[src/rtl/tick_scheduler_pkg.sv]
// Shared types and width helpers for the tick scheduler time base.
package tick_scheduler_pkg;

    typedef enum logic [0:0] {
        IDLE    = 1'b0,
        PENDING = 1'b1
    } cfg_state_e;

    // Channel-select width; a single channel still needs a one-bit select.
    function automatic int ch_width(input int n);
        return (n > 1) ? $clog2(n) : 1;
    endfunction

    localparam int N_CH_DEFAULT = 4;
    localparam int CH_W         = ch_width(N_CH_DEFAULT);

endpackage

[src/rtl/tick_prescaler.sv]
// Divides clk_in by PRESCALE into a registered one-cycle base tick.
module tick_prescaler #(
    parameter int PRESCALE = 100
) (
    input  logic clk_in,
    input  logic rst_n,
    output logic base_tick
);

    localparam int              PS_W = (PRESCALE > 1) ? $clog2(PRESCALE) : 1;
    localparam logic [PS_W-1:0] LAST = PS_W'(PRESCALE - 1);

    logic [PS_W-1:0] cnt_r;
    logic            base_tick_r;

    // Wrapping counter; the pulse follows the cycle that holds the terminal count.
    always_ff @(posedge clk_in or negedge rst_n) begin
        if (!rst_n) begin
            cnt_r       <= '0;
            base_tick_r <= 1'b0;
        end else begin
            base_tick_r <= (cnt_r == LAST);
            if (cnt_r == LAST) begin
                cnt_r <= '0;
            end else begin
                cnt_r <= cnt_r + PS_W'(1);
            end
        end
    end

    assign base_tick = base_tick_r;

endmodule

[src/rtl/tick_scheduler.sv]
// Shared prescaler feeding N programmable period channels; divisor updates
// are held pending and applied only at a channel boundary.
module tick_scheduler
    import tick_scheduler_pkg::*;
#(
    parameter int PRESCALE    = 100,
    parameter int N_CH        = 4,
    parameter int DIV_W       = 16,
    parameter int DEFAULT_DIV = 1000
) (
    input  logic                      clk_in,
    input  logic                      rst_n,
    input  logic [N_CH-1:0]           ch_en,
    input  logic                      cfg_valid,
    output logic                      cfg_ready,
    input  logic [ch_width(N_CH)-1:0] cfg_ch,
    input  logic [DIV_W-1:0]          cfg_div,
    output logic                      cfg_err,
    output logic                      base_tick,
    output logic [N_CH-1:0]           tick,
    output logic [N_CH-1:0]           tog
);

    localparam int CW = ch_width(N_CH);

    logic             base_tick_s;
    logic [N_CH-1:0]  stop_s;
    logic [N_CH-1:0]  wrap_s;
    logic             accept_s;
    logic             bad_ch_s;
    logic             apply_s;

    cfg_state_e       state_r;
    logic [CW-1:0]    pend_ch_r;
    logic [DIV_W-1:0] pend_div_r;
    logic             cfg_ready_r;
    logic             cfg_err_r;

    tick_prescaler #(
        .PRESCALE (PRESCALE)
    ) u_prescaler (
        .clk_in    (clk_in),
        .rst_n     (rst_n),
        .base_tick (base_tick_s)
    );

    assign accept_s = cfg_valid && cfg_ready_r;
    assign bad_ch_s = ({1'b0, cfg_ch} >= (CW + 1)'(N_CH));
    // A stopped channel has no boundary to wait for, so it takes the update at once.
    assign apply_s  = (state_r == PENDING) && (stop_s[pend_ch_r] || wrap_s[pend_ch_r]);

    for (genvar i = 0; i < N_CH; i++) begin : g_ch
        logic [DIV_W-1:0] div_r;
        logic [DIV_W-1:0] cnt_r;
        logic             tick_r;
        logic             tog_r;
        logic             apply_here_s;

        assign stop_s[i]    = !ch_en[i] || (div_r == '0);
        assign wrap_s[i]    = !stop_s[i] && base_tick_s && (cnt_r == div_r - DIV_W'(1));
        assign apply_here_s = apply_s && (pend_ch_r == CW'(i));

        // Per-channel base-tick counter; the wrap tick always uses the period that just ended.
        always_ff @(posedge clk_in or negedge rst_n) begin
            if (!rst_n) begin
                div_r  <= DIV_W'(DEFAULT_DIV);
                cnt_r  <= '0;
                tick_r <= 1'b0;
                tog_r  <= 1'b0;
            end else begin
                tick_r <= wrap_s[i];
                tog_r  <= tog_r ^ wrap_s[i];
                if (apply_here_s) begin
                    div_r <= pend_div_r;
                    cnt_r <= '0;
                end else if (stop_s[i] || wrap_s[i]) begin
                    cnt_r <= '0;
                end else if (base_tick_s) begin
                    cnt_r <= cnt_r + DIV_W'(1);
                end else begin
                    cnt_r <= cnt_r;
                end
            end
        end

        assign tick[i] = tick_r;
        assign tog[i]  = tog_r;
    end

    // Config FSM: one outstanding update, out-of-range channels rejected with an error pulse.
    always_ff @(posedge clk_in or negedge rst_n) begin
        if (!rst_n) begin
            state_r     <= IDLE;
            pend_ch_r   <= '0;
            pend_div_r  <= '0;
            cfg_ready_r <= 1'b1;
            cfg_err_r   <= 1'b0;
        end else begin
            cfg_err_r <= 1'b0;
            case (state_r)
                IDLE: begin
                    if (accept_s && bad_ch_s) begin
                        cfg_err_r <= 1'b1;
                    end else if (accept_s) begin
                        pend_ch_r   <= cfg_ch;
                        pend_div_r  <= cfg_div;
                        cfg_ready_r <= 1'b0;
                        state_r     <= PENDING;
                    end else begin
                        cfg_ready_r <= 1'b1;
                    end
                end
                PENDING: begin
                    if (apply_s) begin
                        cfg_ready_r <= 1'b1;
                        state_r     <= IDLE;
                    end else begin
                        cfg_ready_r <= 1'b0;
                    end
                end
                default: begin
                    cfg_ready_r <= 1'b1;
                    state_r     <= IDLE;
                end
            endcase
        end
    end

    assign base_tick = base_tick_s;
    assign cfg_ready = cfg_ready_r;
    assign cfg_err   = cfg_err_r;

endmodule

[config.mk]
export PLATFORM = sky130hd
export DESIGN_NAME = tick_scheduler
export DESIGN_NICKNAME = d
export VERILOG_FILES = /design/src/rtl/tick_scheduler_pkg.sv /design/src/rtl/tick_prescaler.sv /design/src/rtl/tick_scheduler.sv
export SDC_FILE = /design/constraint.sdc
export NUM_CORES = 1
export LEC_CHECK = 0
export CELL_PAD_IN_SITES_DETAIL_PLACEMENT = 1
export CELL_PAD_IN_SITES_GLOBAL_PLACEMENT = 1
export CORE_MARGIN = 4
export CORE_UTILIZATION = 49
export DETAILED_ROUTE_END_ITERATION = 10
export HOLD_SLACK_MARGIN = 0.05
export PLACE_DENSITY = 0.85
export REMOVE_ABC_BUFFERS = 1
export SLEW_MARGIN = 20
export SYNTH_ARGS = -nofsm -noshare
export SYNTH_HDL_FRONTEND = slang
export SYNTH_SLANG_ARGS = --single-unit
[constraint.sdc]
create_clock -name clk_in -period 4.7 [get_ports clk_in]
set_clock_uncertainty 0.05 [all_clocks]
set_input_delay 0.94 -clock clk_in [delete_from_list [all_inputs] [get_ports clk_in]]
set_output_delay 0.94 -clock clk_in [all_outputs]
set_load 0.05 [all_outputs]
After elaboration in Yosys (flattened, before gate mapping)
Cells that the tools add are included.
- flip-flop bits (word level): 164
- input port bits: 25
- output and inout port bits: 11
- logic and storage cells: 109
- add/sub/neg operators: 9
- order comparisons: 1
- equality and inequality tests: 8
- mux-type cells: 23
- bitwise gates (word level): 5
- reduce and logical (&&, ||, !) cells: 41
- operator list (cell ; number):
    $mux 16 ; 12
    $add 16x1->16 const B ; 4
    $eq 16x16->1 ; 4
    $logic_not 16->1 ; 4
    $sub 16x1->16 const B ; 4
    $logic_and 1x1->1 ; 14
    $reduce_bool 3->1 ; 4
    $logic_or 1x1->1 ; 9
    $logic_not 1->1 ; 8
    $add 7x1->7 const B ; 1
    $eq 7x7->1 const B ; 1
    $mux 7 ; 1
    $mux 1 ; 6
    $bmux 1 s2 ; 2
    $eq 2x2->1 const B ; 2
    $pmux 1 s2 ; 2
    $xor 1x1->1 ; 4
    $lt 2x3->1 const B ; 1
    $eq 2x1->1 const B ; 1
    $logic_not 2->1 ; 1
    $reduce_and 2->1 ; 1
    $not 1->1 ; 1

Longest topological paths before layout
Gate-level depths: netlist (run 1).
- depth in word-level cells: 11
- gate-level depth with buffers: 14
- gate-level depth less buffers: 10

Hierarchy
Synthesis (run 1) repeated with hierarchy kept, for this count alone.
- cells, all modules: 932
- area total of the unflattened synthesis: 9376.5 um2
- modules (own cells, without submodules) (module ; times used ; cells each ; area each (um2) ; seq. area each (um2)):
    tick_scheduler ; 1 ; 902 ; 9006.1 ; 3935.0
    tick_prescaler ; 1 ; 30 ; 370.4 ; 200.2

Worst setup path before layout (run 1)
Ideal clock, no wire load.
- path type: register -> register
- start: register g_ch[1].div_r[2]
- end: register g_ch[1].div_r[10]
- library setup time: 127 ps
- arrival: 3136 ps
- required time: 4523 ps
- path slack: 1387 ps
- stages on the path, launching flop included: 12
- path buffers: 3
- clock period less this slack: 3313 ps
- path through: dfrtp_1 > or4_1 > buf_2 > or4_1 > o31ai_1 > nand4_1 > nor4b_2 > a21o_2 > and2b_1 > buf_4 > buf_6 > mux2_1
- longest elaborated chain between the ends: 10
- elaborated cells between the ends (all ways): 14
- those cells by class: add/sub: 1; eq/ne: 1; mux: 4; reduce/logical: 8
- ends and longest elaborated chain (what ; RTL line ; RTL):
    start, declared ; tick_scheduler.sv:53 ; logic [DIV_W-1:0] div_r;
    start signal, assigned ; tick_scheduler.sv:66 ; div_r <= DIV_W'(DEFAULT_DIV);
    start signal, assigned ; tick_scheduler.sv:74 ; div_r <= pend_div_r;
    parallel branches: the longest is 7 deep, another holds $sub 16x1->16 ; -- ;
    $logic_or 1x1->1 * ; tick_scheduler.sv:50 ; assign apply_s = (state_r == PENDING) && (stop_s[pend_ch_r] || wrap_s[pend_ch_r]);
    $logic_and 1x1->1 * ; tick_scheduler.sv:50 ;
    $logic_and 1x1->1 * ; tick_scheduler.sv:61 ; assign apply_here_s = apply_s && (pend_ch_r == CW'(i));
Every way passes the cells marked *. The select of a mux whose other input is x is not followed.
A chain may end at the register's enable or synchronous reset.

Worst setup path after layout (run 1)
- start: register g_ch[1].div_r[2]
- end: register g_ch[1].div_r[2]
Same word-level chain as after synthesis.

==> results of run 1 <==
==> final timing paths <==
path | start | endpoint | slack, ps | cells past startpoint
setup / recovery | g_ch[1].div_r[2]$_DFFE_PN0N_ | g_ch[1].div_r[2]$_DFFE_PN0N_ | 530 | 8
hold / removal | g_ch[0].tog_r$_DFF_PN0_ | g_ch[0].tog_r$_DFF_PN0_ | 420 | 1
setup reg to reg | g_ch[1].div_r[2]$_DFFE_PN0N_ | g_ch[1].div_r[2]$_DFFE_PN0N_ | 530 | 8
hold reg to reg | g_ch[0].tog_r$_DFF_PN0_ | g_ch[0].tog_r$_DFF_PN0_ | 420 | 1
max in group asynchronous | rst_n | g_ch[3].div_r[6]$_DFFE_PN1N_ | 3150 | 2
min in group asynchronous | rst_n | g_ch[2].cnt_r[11]$_DFFE_PN0P_ | 530 | 1
==> cell type report <==
| class | instances | area share (%) |
|---|---|---|
| multi-input cells | 685 | 47.50 |
| clock inverters | 8 | 1.406 |
| inverters | 16 | 0.5670 |
| flip-flops and latches | 164 | 39.04 |
| clock buffers | 23 | 4.607 |
| repair buffers | 40 | 3.804 |
| well taps | 260 | 3.071 |
==> registers in the layout, indices dropped and copies added (netlist names) <==
name,flops
u_prescaler.cnt_r,7
state_r,1
pend_ch_r,2
g_ch.tick_r,4
u_prescaler.base_tick,1
g_ch.cnt_r,64
g_ch.tog_r,4
g_ch.div_r,64
cfg_ready,1
pend_div_r,16
==> power breakdown <==
group          internal [mW]  total, mW  switching [mW]
Combinational          0.981       1.98           0.997
Sequential              1.86       2.55           0.693
Clock                  0.944       1.51           0.569
Total                   3.78       6.04            2.26
==> layout by cell type (no fill, tap or decap), drive strengths merged, types with 10 or more instances in the layout <==
cell and count:
clkbuf 23, nor2 100, dfstp 25, ha 13, inv 16, nand2 37
nor4 22, dfrtp 139, and4 10, mux2 82, o21ai 14, or4 11
clkdlybuf4s50 33, xor2 73, xnor2 64, a21oi 18, and3 24, nand4 18
or3 14, nand3b 11, nand3 34, nor3 20
==> layer usage <==
| layer | vias up | share of wire [%] |
|---|---|---|
| met2 | 118 | 50 |
| met3 | 46 | 3.3 |
| met4 | 0 | 2.0 |
| met5 | - | 0 |
| li1 | 3283 | - |
| met1 | 3626 | 45 |
==> stage by stage <==
stage | area (sq um) | total power [mW] | hold slack [ps] | setup WS, ps
after floorplan | 9226 | 3.766 | 397.9 | 1165
after global placement | 9943 | 4.336 | 406.8 | 812.0
after detailed placement | 9943 | 4.459 | 408.6 | 683.2
after CTS | 10580 | 6.034 | 420.3 | 558.3
after global routing | 10590 | 6.368 | 455.5 | 336.2
final | 10590 | 6.041 | 416.4 | 525.6
==> critical path, delay by kind of cell (launching register included) <==
kind | cells | cell delay [ps]
AOI/OAI and AO/OA | 2 | 690
muxes | 1 | 410
and+or+nand+nor | 5 | 2450
DFF | 1 | 450
==> cell usage after synthesis (all sizes together), types with 4 or more instances <==
| master | number | area [sq um] |
|---|---|---|
| a211oi | 4 | 30.03 |
| a21oi | 18 | 90.09 |
| a31oi | 4 | 25.02 |
| and3 | 24 | 150.1 |
| and4 | 10 | 87.58 |
| buf | 21 | 163.9 |
| clkbuf | 31 | 116.4 |
| dfrtp | 139 | 3478 |
| dfstp | 25 | 656.9 |
| ha | 13 | 162.7 |
| inv | 16 | 60.06 |
| mux2 | 82 | 960.9 |
| mux2i | 7 | 70.07 |
| nand2 | 37 | 141.4 |
| nand2b | 8 | 57.55 |
| nand3 | 34 | 170.2 |
| nand3b | 11 | 82.58 |
| nand4 | 18 | 112.6 |
| nor2 | 100 | 375.4 |
| nor2b | 8 | 50.05 |
| nor3 | 20 | 100.1 |
| nor3b | 5 | 37.54 |
| nor4 | 22 | 152.7 |
| nor4b | 8 | 82.58 |
| o2111ai | 6 | 52.55 |
| o211ai | 4 | 30.03 |
| o21ai | 14 | 70.07 |
| o31a | 4 | 35.03 |
| o31ai | 6 | 45.04 |
| or2 | 6 | 37.54 |
| or3 | 14 | 87.58 |
| or4 | 11 | 82.58 |
| xnor2 | 64 | 560.5 |
| xor2 | 73 | 639.4 |
==> logic make-up after synthesis <==
group	after synthesis	share of synthesized area [%]
xor gates and xnor gates	137	12.62
muxes	89	10.84
and+or+nand+nor	347	20.10
DFF	164	43.50
adders and majority gates	13	1.711
buffers and inverters	68	3.580
other	1	0.03945
AOI/OAI and AO/OA	98	7.608
==> summary.txt, run 1 <==
Synth
  • EDFF count, synth: 0
  • Count of warnings emitted by yosys: 0
  • Mapped cell area: 9507 sq um
  • Synthesized flop and latch total: 164
  • Cell variety after synth: 77
  • Cells after synthesis: 917
  • Sequential cell area fraction in the yosys report: 43.50%
  • Syn Area/Cell: 10.37 sq um
  • Top_reg_cell synth: dfrtp_1
  • Async S/R FF share, synth: 100.0%

Global routing
  • Initial antenna violation count: 1
  • Grt met3 use: 4.226%
  • M2 GR Usage: 39.38%
  • First-pass GRT wire length: 40,190 microns
  • Total global routing overflow: 0
  • Global Route Usage Sum: 23.08%
  • Vias in the first global route: 7,579
  • Met1 usage: 30.41%
  • Most Used Layer, Global Route: met2
  • Largest net degree at the start of global routing: 93

Floorplan
  • Num rows: 50
  • Total core area: 18,890 sq um
  • Die Area: 21,690 sq um
  • DIE WIDTH: 147.3 microns
  • Die Ht: 147.3 microns
  • Io pins: 36
  • Starting density of the core: 50.32%

Clock network
  • Post-CTS resize count: 0
  • Clk Tree Root Cell: clkbuf_16
  • Hold buffers post-CTS: 0
  • H-tree levels: 4
  • Num CTS Buffers: 17
  • CTS tree: done
  • Latest clock arrival within the worst-skew pair: 430 ps
  • Setup bufs post-CTS: 0
  • Clk buf depth: 2
  • CTS Sinks: 164
  • Clock transition at path regs: 60 ps

Routing
  • DRC: 0
  • DR pass1 iterations: 4
  • Vias: 7,073
  • DRT Wirelength: 24,260 microns
  • Drt via density: 5.914
  • ANT nets after route: 0
  • DRT iter0 DRCs: 396
  • Routed length per instance: 20.28 microns

Critical path
  • Setup Crit Path Kind: reg -> reg
  • CP startpoint kind: register
  • Most common cell on crit path: or4_1
  • Slowest CP cell: or4_1
  • Worst-path fanout max: 17
  • Crit path DAT: 4430 ps
  • Worst Path Required: 4960 ps
  • CP Cell Sequence: or4_1 > or4_1 > o31ai_1 > nand4_1 > nor4b_2 > a21o_2 > and2b_1 > mux2_2
  • Slowest Stage Delay on Critical Path: 690 ps
  • CP Capture Type: register

Finish
  • Share of cells above drive strength 1: 16.56%
  • Fillers: 2,075
  • Final core utilization: 56.06%
  • Final Instance Count excl. Fillers: 1,196
  • Multi-input gate area: 5031 sq um
  • Antenna diodes: 0
  • Nets: 962
  • Area Growth Syn to Fin: 11.41%
  • Storage element area: 4135 sq um

STA
  • Period utilization: 88.82%
  • Fmax: 0.2396 GHz
  • Slew HR: 31.76%
  • Setup_tns: 0 ps
  • Unrepaired setup endpoints after global routing: false
  • Worst-Margin Slew: 1010 ps
  • Final Hold Fails: 0
  • Final Max Slew Viols: 0
  • Min Tclk post-route: 4174 ps
  • Endpoints failing setup: 0

Run status
  • Status: finished, final reports clean

Placed design
  • DP Cell Count: 1,164
  • Port bufs: 34
  • GP Congestion: 0.8640
  • DP HPWL: 16,680 microns

Pwr
  • Power per Cell Area: 570.4 nW/um^2
  • Peak supply drop: 0.0003163 V
  • Leakage: 4.364 nW

Worst hold path
  • Hold WC Path Type: reg -> reg

Run
  • Max-Cap Viols: 0
No activity file was read; power rests on OpenSTA's default activity.
==> run 2, diff against run 1 <==
Settings changed: CORE_MARGIN 4 to 8, CTS_CLUSTER_DIAMETER set to 150.
==> summary.txt, run 2 (synthesis results as in run 1) <==
STA
  • Setup_tns: 0 ps (unchanged)
  • Fmax: 0.2462 GHz (+2.8%)
  • Slew HR: 25.60% (-6.2 points)
  • Endpoints failing setup: 0 (unchanged)
  • Final Max Slew Viols: 0 (unchanged)
  • Period utilization: 86.41% (-2.4 points)
  • Worst-Margin Slew: 1102 ps (+91.29 ps)
  • Min Tclk post-route: 4061 ps (-112.9 ps)
  • Final Hold Fails: 0 (unchanged)
  • Hold Slack: 424.7 ps (+8.260 ps)
  • Unrepaired setup endpoints after global routing: false

Finish
  • Most common cell after layout, fill and taps aside: dfrtp_1
  • Antenna diodes: 0 (unchanged)
  • Most frequent cells in the layout: dfrtp_1, nor2_1, xor2_1
  • Share of cells above drive strength 1: 16.67% (+0.11 points)
  • Area Growth Syn to Fin: 10.78%
  • Multi-input gate area: 5031 sq um (unchanged)
  • Storage element area: 4135 sq um (unchanged)
  • Final Instance Count excl. Fillers: 1,201 (+0.42%)
  • Fillers: 2,103 (+1.3%)
  • Nets: 961 (-0.10%)
  • Biggest regs: g_ch.cnt_r: 64 flops, g_ch.div_r: 64 flops, pend_div_r: 16 flops

Global routing
  • Total global routing overflow: 0 (unchanged)
  • Global Route Usage Sum: 21.23% (-1.8 points)
  • Initial antenna violation count: 0 (-1)
  • First-pass GRT wire length: 40,610 microns (+1.0%)
  • Largest net degree at the start of global routing: 89 (-4.3%)
  • Vias in the first global route: 7,708 (+1.7%)

Routing
  • Vias: 7,128 (+0.78%)
  • DRC: 0 (unchanged)
  • ANT nets after route: 0 (unchanged)
  • DR pass1 iterations: 4 (unchanged)
  • DRT Wirelength: 24,470 microns (+0.87%)
  • Routed length per instance: 20.37 microns (+0.45%)
  • Drt via density: 5.935 (+0.36%)
  • DRT iter0 DRCs: 372 (-6.1%)

Worst hold path
  • Hold Path Origin: g_ch[0].tog_r$_DFF_PN0_
  • Hold Crit Depth: 1 (unchanged)
  • Hold WC Path Type: reg -> reg

Critical path
  • WP depth: 8 (unchanged)
  • Slowest CP cell: or4_1
  • Worst-path fanout max: 17 (unchanged)
  • Most common cell on crit path: or4_1
  • Cell family with most CP delay: simple AND/OR/NAND/NOR gates
  • Crit path from: g_ch[1].div_r[2]$_DFFE_PN0N_
  • Crit path DAT: 4340 ps (-90 ps)
  • CP Buf/Inv Count: 0 (unchanged)
  • Worst reg2reg startpoint: g_ch[1].div_r[2]$_DFFE_PN0N_
  • R2R cell count: 8 (unchanged)
  • CP Capture Type: register
  • CP startpoint kind: register
  • Slowest Stage Delay on Critical Path: 680 ps (about the same)
  • Setup Crit Path Kind: reg -> reg
  • Worst Path Required: 4970 ps (about the same)
  • CP Cell Sequence: or4_1 > or4_1 > o31ai_1 > nand4_1 > nor4b_2 > a21o_2 > and2b_1 > mux2_2

Floorplan
  • Starting density of the core: 49.33% (-0.99 points)
  • Die Ht: 155.3 microns (+5.4%)
  • Io pins: 36 (unchanged)
  • Die Area: 24,120 sq um (+11%)
  • Total core area: 19,270 sq um (+2.0%)
  • DIE WIDTH: 155.3 microns (+5.4%)
  • Num rows: 51 (+2.0%)

Clock network
  • Latest clock arrival within the worst-skew pair: 440 ps (about the same)
  • Clock transition at path regs: 60 ps (about the same)
  • Num CTS Buffers: 17 (unchanged)
  • H-tree levels: 4 (unchanged)
  • Hold buffers post-CTS: 0 (unchanged)
  • CTS tree: done
  • Setup bufs post-CTS: 0 (unchanged)
  • CTS Sinks: 164 (unchanged)
  • Clk Tree Root Cell: clkbuf_16
  • Clk buf depth: 2 (unchanged)
  • Post-CTS resize count: 0 (unchanged)

Run status
  • Status: finished, final reports clean

Pwr
  • Power per Cell Area: 561.4 nW/um^2 (-1.6%)
  • Total power: 5.913 mW (-2.1%)
  • Peak supply drop: 0.0003548 V (+12%)
  • Leakage: 4.326 nW (-0.87%)

Run
  • Max-Cap Viols: 0 (unchanged)

Placed design
  • DP HPWL: 17,270 microns (+3.5%)
  • GP Congestion: 0.8646 (about the same)
  • Port bufs: 34 (unchanged)
  • DP Cell Count: 1,169 (+0.43%)
## run 2: path summary, 6_finish.rpt
check / to / slack (ps)
max: g_ch[1].div_r[2]$_DFFE_PN0N_ / 640
min: g_ch[0].tog_r$_DFF_PN0_ / 420
max reg2reg: g_ch[1].div_r[2]$_DFFE_PN0N_ / 640
min reg2reg: g_ch[0].tog_r$_DFF_PN0_ / 420
max in group asynchronous: g_ch[1].div_r[6]$_DFFE_PN1N_ / 3200
min in group asynchronous: g_ch[2].tick_r$_DFF_PN0_ / 470
## run 2: layout make-up
type	count	share of cell area (%)
clock buffer	18	4.075
clock inverter	14	1.449
inverter	16	0.5703
multi-input combinational	685	47.77
sequential	164	39.27
tap	265	3.148
timing repair buffer	39	3.719
## run 2: stage by stage
stage	util, %	cell area [sq um]	setup slack (ps)
after floorplan	-	9226	1165
after global placement	51.63	9950	800.1
after detailed placement	51.63	9950	658.1
after CTS	54.65	10530	628.9
after global routing	54.65	10530	377.4
final	54.65	10530	638.6
## run 2: metal layers
metal  up-vias  global-route usage (%)  part of all wire, %
met4         0                   9.427                  3.2
met2       145                   35.02                   48
met1      3631                   26.66                   44
li1       3288                       -                    -
met3        64                   4.133                  4.5
met5         -                       0                    0
## run 2: where the power goes
| group | internal (mW) | switching [mW] | leakage, nW |
|---|---|---|---|
| logic | 0.975 | 0.982 | 1.97 |
| clock network | 0.788 | 0.621 | 0.274 |
| registers | 1.86 | 0.690 | 2.08 |
==> run 3, diff against run 2 <==
Settings changed: SKIP_CTS_REPAIR_TIMING set to 1.
==> results of run 3 <==
Same layout as run 2: the final DEF is identical, and so are final timing and power.
